<file path="src/rtl/sobel_pkg.sv">
// Shared constants and the beat payload for the Sobel edge-threshold stage.
package sobel_pkg;

  localparam int unsigned IMG_W   = 512;
  localparam int unsigned IMG_H   = 512;
  localparam int unsigned MAG_W   = 11;
  localparam int unsigned PIX_W   = 8;
  localparam int unsigned PIX_MAX = 255;

  typedef struct packed {
    logic [PIX_W-1:0] pix;
    logic             eol;
    logic             eof;
  } edge_beat_t;

endpackage

</file>
<file path="src/rtl/sobel_skid2.sv">
// Two-entry valid/ready skid buffer on edge_beat_t; head register drives the outputs.
module sobel_skid2
  import sobel_pkg::*;
(
  input  logic       clk,
  input  logic       rst,
  input  logic       in_valid,
  output logic       in_ready,
  input  edge_beat_t in_data,
  output logic       out_valid,
  input  logic       out_ready,
  output edge_beat_t out_data
);

  logic [1:0] occ, occ_n;
  edge_beat_t head, head_n, tail, tail_n;
  logic       push, pop;

  // Next occupancy and entry contents; a full buffer never sees a push.
  always_comb begin
    push   = in_valid && in_ready;
    pop    = out_valid && out_ready;
    occ_n  = occ;
    head_n = head;
    tail_n = tail;
    case (occ)
      2'd0: begin
        if (push) begin
          head_n = in_data;
          occ_n  = 2'd1;
        end
      end
      2'd1: begin
        if (push && pop) begin
          head_n = in_data;
        end else if (push) begin
          tail_n = in_data;
          occ_n  = 2'd2;
        end else if (pop) begin
          occ_n  = 2'd0;
        end
      end
      default: begin
        if (pop) begin
          head_n = tail;
          occ_n  = 2'd1;
        end
      end
    endcase
  end

  always_ff @(posedge clk) begin
    if (rst) begin
      occ       <= 2'd0;
      head      <= '0;
      tail      <= '0;
      out_valid <= 1'b0;
      in_ready  <= 1'b1;
    end else begin
      occ       <= occ_n;
      head      <= head_n;
      tail      <= tail_n;
      out_valid <= (occ_n != 2'd0);
      in_ready  <= (occ_n != 2'd2);
    end
  end

  assign out_data = head;

endmodule

</file>
<file path="src/rtl/sobel_edge_thresh.sv">
// Thresholds Sobel magnitudes into an 8-bit edge map with row/frame markers.
// Optional per-frame edge counter enabled by defining SOBEL_EDGE_COUNT_EN.
module sobel_edge_thresh #(
  parameter int unsigned COLS  = sobel_pkg::IMG_W - 2,
  parameter int unsigned ROWS  = sobel_pkg::IMG_H - 2,
  parameter int unsigned MAG_W = 11
) (
  input  logic             clk,
  input  logic             rst,
  input  logic             in_valid,
  output logic             in_ready,
  input  logic [MAG_W-1:0] in_mag,
  input  logic [MAG_W-1:0] thresh,
  input  logic             bin_mode,
  output logic             out_valid,
  input  logic             out_ready,
  output logic [7:0]       out_pix,
  output logic             out_eol,
  output logic             out_eof
`ifdef SOBEL_EDGE_COUNT_EN
  ,
  output logic [19:0]      edge_count,
  output logic             edge_count_valid
`endif
);

  import sobel_pkg::*;

  localparam int unsigned CW = $clog2(COLS + 1);
  localparam int unsigned RW = $clog2(ROWS + 1);

  logic [CW-1:0]    col;
  logic [RW-1:0]    row;
  logic [MAG_W-1:0] thr_q;
  logic             bin_q;
  logic             in_fire, last_col, last_row, is_edge;
  logic [PIX_W-1:0] sat;
  edge_beat_t       beat, out_beat;

  assign in_fire  = in_valid && in_ready;
  assign last_col = (col == CW'(COLS - 1));
  assign last_row = (row == RW'(ROWS - 1));
  assign is_edge  = (in_mag >= thr_q);
  assign sat      = (in_mag > MAG_W'(PIX_MAX)) ? PIX_W'(PIX_MAX) : in_mag[PIX_W-1:0];

  always_comb begin
    beat     = '0;
    beat.pix = bin_q ? (is_edge ? '1 : '0) : sat;
    beat.eol = last_col;
    beat.eof = last_col && last_row;
  end

  // Raster position; threshold/mode only reload while idle at frame start.
  always_ff @(posedge clk) begin
    if (rst) begin
      col   <= '0;
      row   <= '0;
      thr_q <= '0;
      bin_q <= 1'b0;
    end else if (in_fire) begin
      if (last_col) begin
        col <= '0;
        row <= last_row ? '0 : row + RW'(1);
      end else begin
        col <= col + CW'(1);
      end
    end else if (col == '0 && row == '0) begin
      thr_q <= thresh;
      bin_q <= bin_mode;
    end
  end

  sobel_skid2 u_skid (
    .clk       (clk),
    .rst       (rst),
    .in_valid  (in_valid),
    .in_ready  (in_ready),
    .in_data   (beat),
    .out_valid (out_valid),
    .out_ready (out_ready),
    .out_data  (out_beat)
  );

  assign out_pix = out_beat.pix;
  assign out_eol = out_beat.eol;
  assign out_eof = out_beat.eof;

`ifdef SOBEL_EDGE_COUNT_EN
  localparam int unsigned EC_W = 20;

  logic [EC_W-1:0] ecnt, ecnt_inc;

  assign ecnt_inc = (is_edge && ecnt != '1) ? ecnt + EC_W'(1) : ecnt;

  // Saturating per-frame edge tally, published with a one-cycle strobe at eof.
  always_ff @(posedge clk) begin
    if (rst) begin
      ecnt             <= '0;
      edge_count       <= '0;
      edge_count_valid <= 1'b0;
    end else begin
      edge_count_valid <= 1'b0;
      if (in_fire) begin
        if (beat.eof) begin
          edge_count       <= ecnt_inc;
          edge_count_valid <= 1'b1;
          ecnt             <= '0;
        end else begin
          ecnt <= ecnt_inc;
        end
      end
    end
  end
`endif

endmodule

</file>
<file path="config.mk">
export PLATFORM = sky130hd
export DESIGN_NAME = sobel_edge_thresh
export DESIGN_NICKNAME = d
export VERILOG_FILES = /design/src/rtl/sobel_pkg.sv /design/src/rtl/sobel_skid2.sv /design/src/rtl/sobel_edge_thresh.sv
export SDC_FILE = /design/constraint.sdc
export NUM_CORES = 1
export LEC_CHECK = 0
export CORE_UTILIZATION = 50
export DETAILED_ROUTE_END_ITERATION = 16
export PLACE_DENSITY = 0.77
export SETUP_SLACK_MARGIN = 0.2
export SYNTH_ARGS = -nofsm -noshare
export SYNTH_HDL_FRONTEND = slang
export SYNTH_SLANG_ARGS = --single-unit
export TNS_END_PERCENT = 10
</file>
<file path="constraint.sdc">
create_clock -name clk -period 1.77 [get_ports clk]
set_clock_uncertainty 0.1 [all_clocks]
set_input_delay 0.2655 -clock clk [delete_from_list [all_inputs] [get_ports clk]]
set_output_delay 0.2655 -clock clk [all_outputs]
set_load 0.03 [all_outputs]
</file>
==> flow_summary_export.csv <==
group,metric,value,unit
routing,drtIter0Drc,437,
routing,ant_nets,0,
final_layout,num_antenna_cells,0,
synthesis,syn_nets,397,
run_status,violations,"setup timing",
clock_tree,cts_tree,"built",
sta,fin_ws,-0.1176,ns
routing,totalWireLength,10.59,mm
final_layout,layout.nets,466,
sta,relSlewSlack,68.06,%
clock_tree,ctsHoldBuffers,0,
worst_setup_path,cp-start-kind,"input pin",
placement,dp_hpwl,5.301,mm
worst_setup_path,worstPathMaxFanout,8,
sta,worst_pin_slew,0.4752,ns
synthesis,synth_edf_count,0,
sta,max_freq,0.5298,GHz
floorplanning,ioPinCount,39,
sta,min_period_over_period,106.6,%
grt,grt_max_degree,26,
sta,rsz0062_at_grt,"true",
synthesis,syn-instance-count,353,
grt,grtUsageTotal,29.79,%
floorplanning,fp.dieH,78.13,um
final_layout,layout-drive-gt1-share,41.84,%
final_layout,design_area,0.004427,sq mm
synthesis,synth_top_area_cell,"dfxtp_1",
clock_tree,clkTransAtPathRegs,0.10,ns
floorplanning,std_cell_rows,27,
synthesis,synth_warnings,0,
worst_setup_path,critPathRequiredTime,1.87,ns
grt,grt_first_pass_wirelength,14.21,mm
final_layout,seq_area,0.001111,sq mm
clock_tree,clock_sinks,54,
clock_tree,cts_made_buffers,5,
sta,drv_slew,0,
run_status,status,"finished with violations",
flow_run,cap_violations,0,
synthesis,synthArstFlopShare,0,%
synthesis,yosysSeqAreaShare,37.31,%
clock_tree,cts.path.max_buffers,2,
floorplanning,core_area,0.005540,sq mm
synthesis,netlist_top_cells_area,"dfxtp_1 37%, ha_1 7.3%, nand3_1 6.6%",
synthesis,synth-seq-cells,54,
worst_setup_path,end_kind,"register",
placement,dpl-instance-area,0.003662,sq mm
worst_setup_path,crit_chain,"clkdlybuf4s50_1 > ha_1 > nand2_1 > o21ai_2 > a221oi_4 > buf_6 > buf_16 > o31ai_2",
worst_setup_path,crit_type,"in -> reg",
final_layout,multi_input_area,0.002228,sq mm
hold_path,hold_depth,2,
grt,grt_overflow,0,
synthesis,syn_area_per_cell,8.209,sq um
routing,drc_errors,0,
synthesis,ys.flop_type,"dfxtp_1",
placement,gp_congestion,0.8125,
sta,min_period,1.888,ns
synthesis,yosysMostFrequentCell,"dfxtp_1",
final_layout,fillCellCount,326,
routing,wl_per_cell,21.39,um
floorplanning,die_x,78.13,um
worst_setup_path,crit_slowest_cell,"clkdlybuf4s50_1",
grt,antenna_found_initial,0,
floorplanning,die_area,0.006104,sq mm
routing,routed_via_density,6.665,
worst_setup_path,crit_arrival,1.99,ns
routing,firstDrtPassIters,7,
synthesis,synth_top_area_share,37.31,%
hold_path,hold_path.class,"reg -> reg",
grt,grt_pass1_vias,2907,
sta,finalHoldViolCount,0,
worst_setup_path,cpPeakStageDelay,0.51,ns
synthesis,synth_cell_type_count,45,
clock_tree,cts_max_level,2,
synthesis,syn_area,0.002898,sq mm
synthesis,ys_top_cells_by_count,"54 x dfxtp_1, 38 x nand3_1, 37 x o21ai_0, 25 x a21oi_1, 20 x inv_1",
power,p_leak,1.659,nW
routing,num_vias,3299,
power,power_density,747.1,mW/mm^2
sta,setup_viol,25,
worst_setup_path,reg2reg_depth,8,
floorplanning,start_util,52.30,%
final_layout,syn_to_final_growth,52.76,%
placement,io_buffers,38,
power,ir_drop,452.7,uV
clock_tree,root_buffer,"clkbuf_8",
clock_tree,clk_latency,0.32,ns
sta,worst_hold_slack,0.3737,ns
sta,setup_tns,-1.846,ns
## flip-flops by register name, summed over array words and instances (netlist names)
name	count
row	9
col	9
bin_q	1
thr_q	11
u_skid.occ	2
u_skid.out_data	10
u_skid.tail	10
u_skid.in_ready	1
u_skid.out_valid	1
## metrics by stage
| stage | power [mW] | instances | setup WS (ns) | util [%] |
|---|---|---|---|---|
| finish | 3.307 | 495 | -0.1176 | 79.90 |
| global route | 3.425 | 495 | -0.1682 | 79.90 |
| CTS | 3.154 | 493 | -0.01791 | 75.20 |
| detailed placement | 2.350 | 483 | -0.4553 | 66.10 |
| global placement | 2.319 | 483 | -0.4105 | 66.10 |
| floorplan | 1.964 | 353 | 0.002506 | - |
## final cells by class
cell class,count,share of cell area (%)
clock buffer,7,1.950
clock inverter,1,0.1131
inverter,21,1.950
multi-input combinational,254,50.34
sequential,54,25.10
tap,72,2.035
timing repair buffer,86,18.51
## cell families after synthesis
group                    synth area share, %
flip-flops                             37.31
buffers and inverters                  6.304
adder cells (fa/ha/maj)                7.340
XOR/XNOR                               3.627
AND/OR/NAND/NOR                        23.79
AO/OA/AOI/OAI                          20.60
multiplexers                           1.036
## final timing paths
kind | startpoint | to | slack [ns]
worst max-delay path | in_mag[1] | u_skid.tail[8] | -0.12
worst max register to register | thr_q[3] | u_skid.tail[8] | -0.08
worst min-delay path | u_skid.tail[6] | u_skid.tail[6] | 0.37
worst min register to register | u_skid.tail[6] | u_skid.tail[6] | 0.37
## layout by cell type (no fill, tap or decap), drive strengths merged, types with 9 or more instances in the layout
| cell type | count |
|---|---|
| nand2 | 16 |
| xnor2 | 10 |
| clkdlybuf4s50 | 15 |
| nor4 | 13 |
| inv | 20 |
| or3 | 10 |
| dfxtp | 54 |
| nand3 | 38 |
| ha | 17 |
| o21ai | 38 |
| clkbuf | 9 |
| nor2 | 19 |
| a21oi | 26 |
| o31ai | 10 |
| dlygate4sd2 | 21 |
| buf | 47 |
## report_power, final
part | total [mW] | switching [mW] | internal [mW]
Sequential | 1.42 | 0.0849 | 1.34
Clock | 0.747 | 0.430 | 0.317
Combinational | 1.14 | 0.650 | 0.486
## metal layers
metal	vias up	share of wire (%)	GRT usage (%)
met5	-	0	0
met4	0	5.8	16.11
met3	81	8.5	5.465
met2	255	48	49.91
met1	1541	37	36.03
li1	1422	-	-
## repair_timing
action	CTS	global route
buffers inserted	1	1
cloned	1	1
setup endpoints to repair	62	52
pin swaps	64	31
gates resized for setup	138	57
## worst max-delay path: cells and delay by family
family          cells  cell delay, ns
buf+inv             3            0.81
compound gates      3            0.44
fa+ha+maj           1            0.36
simple gates        1            0.09
Note: power is estimated with default switching activity, not from simulation.
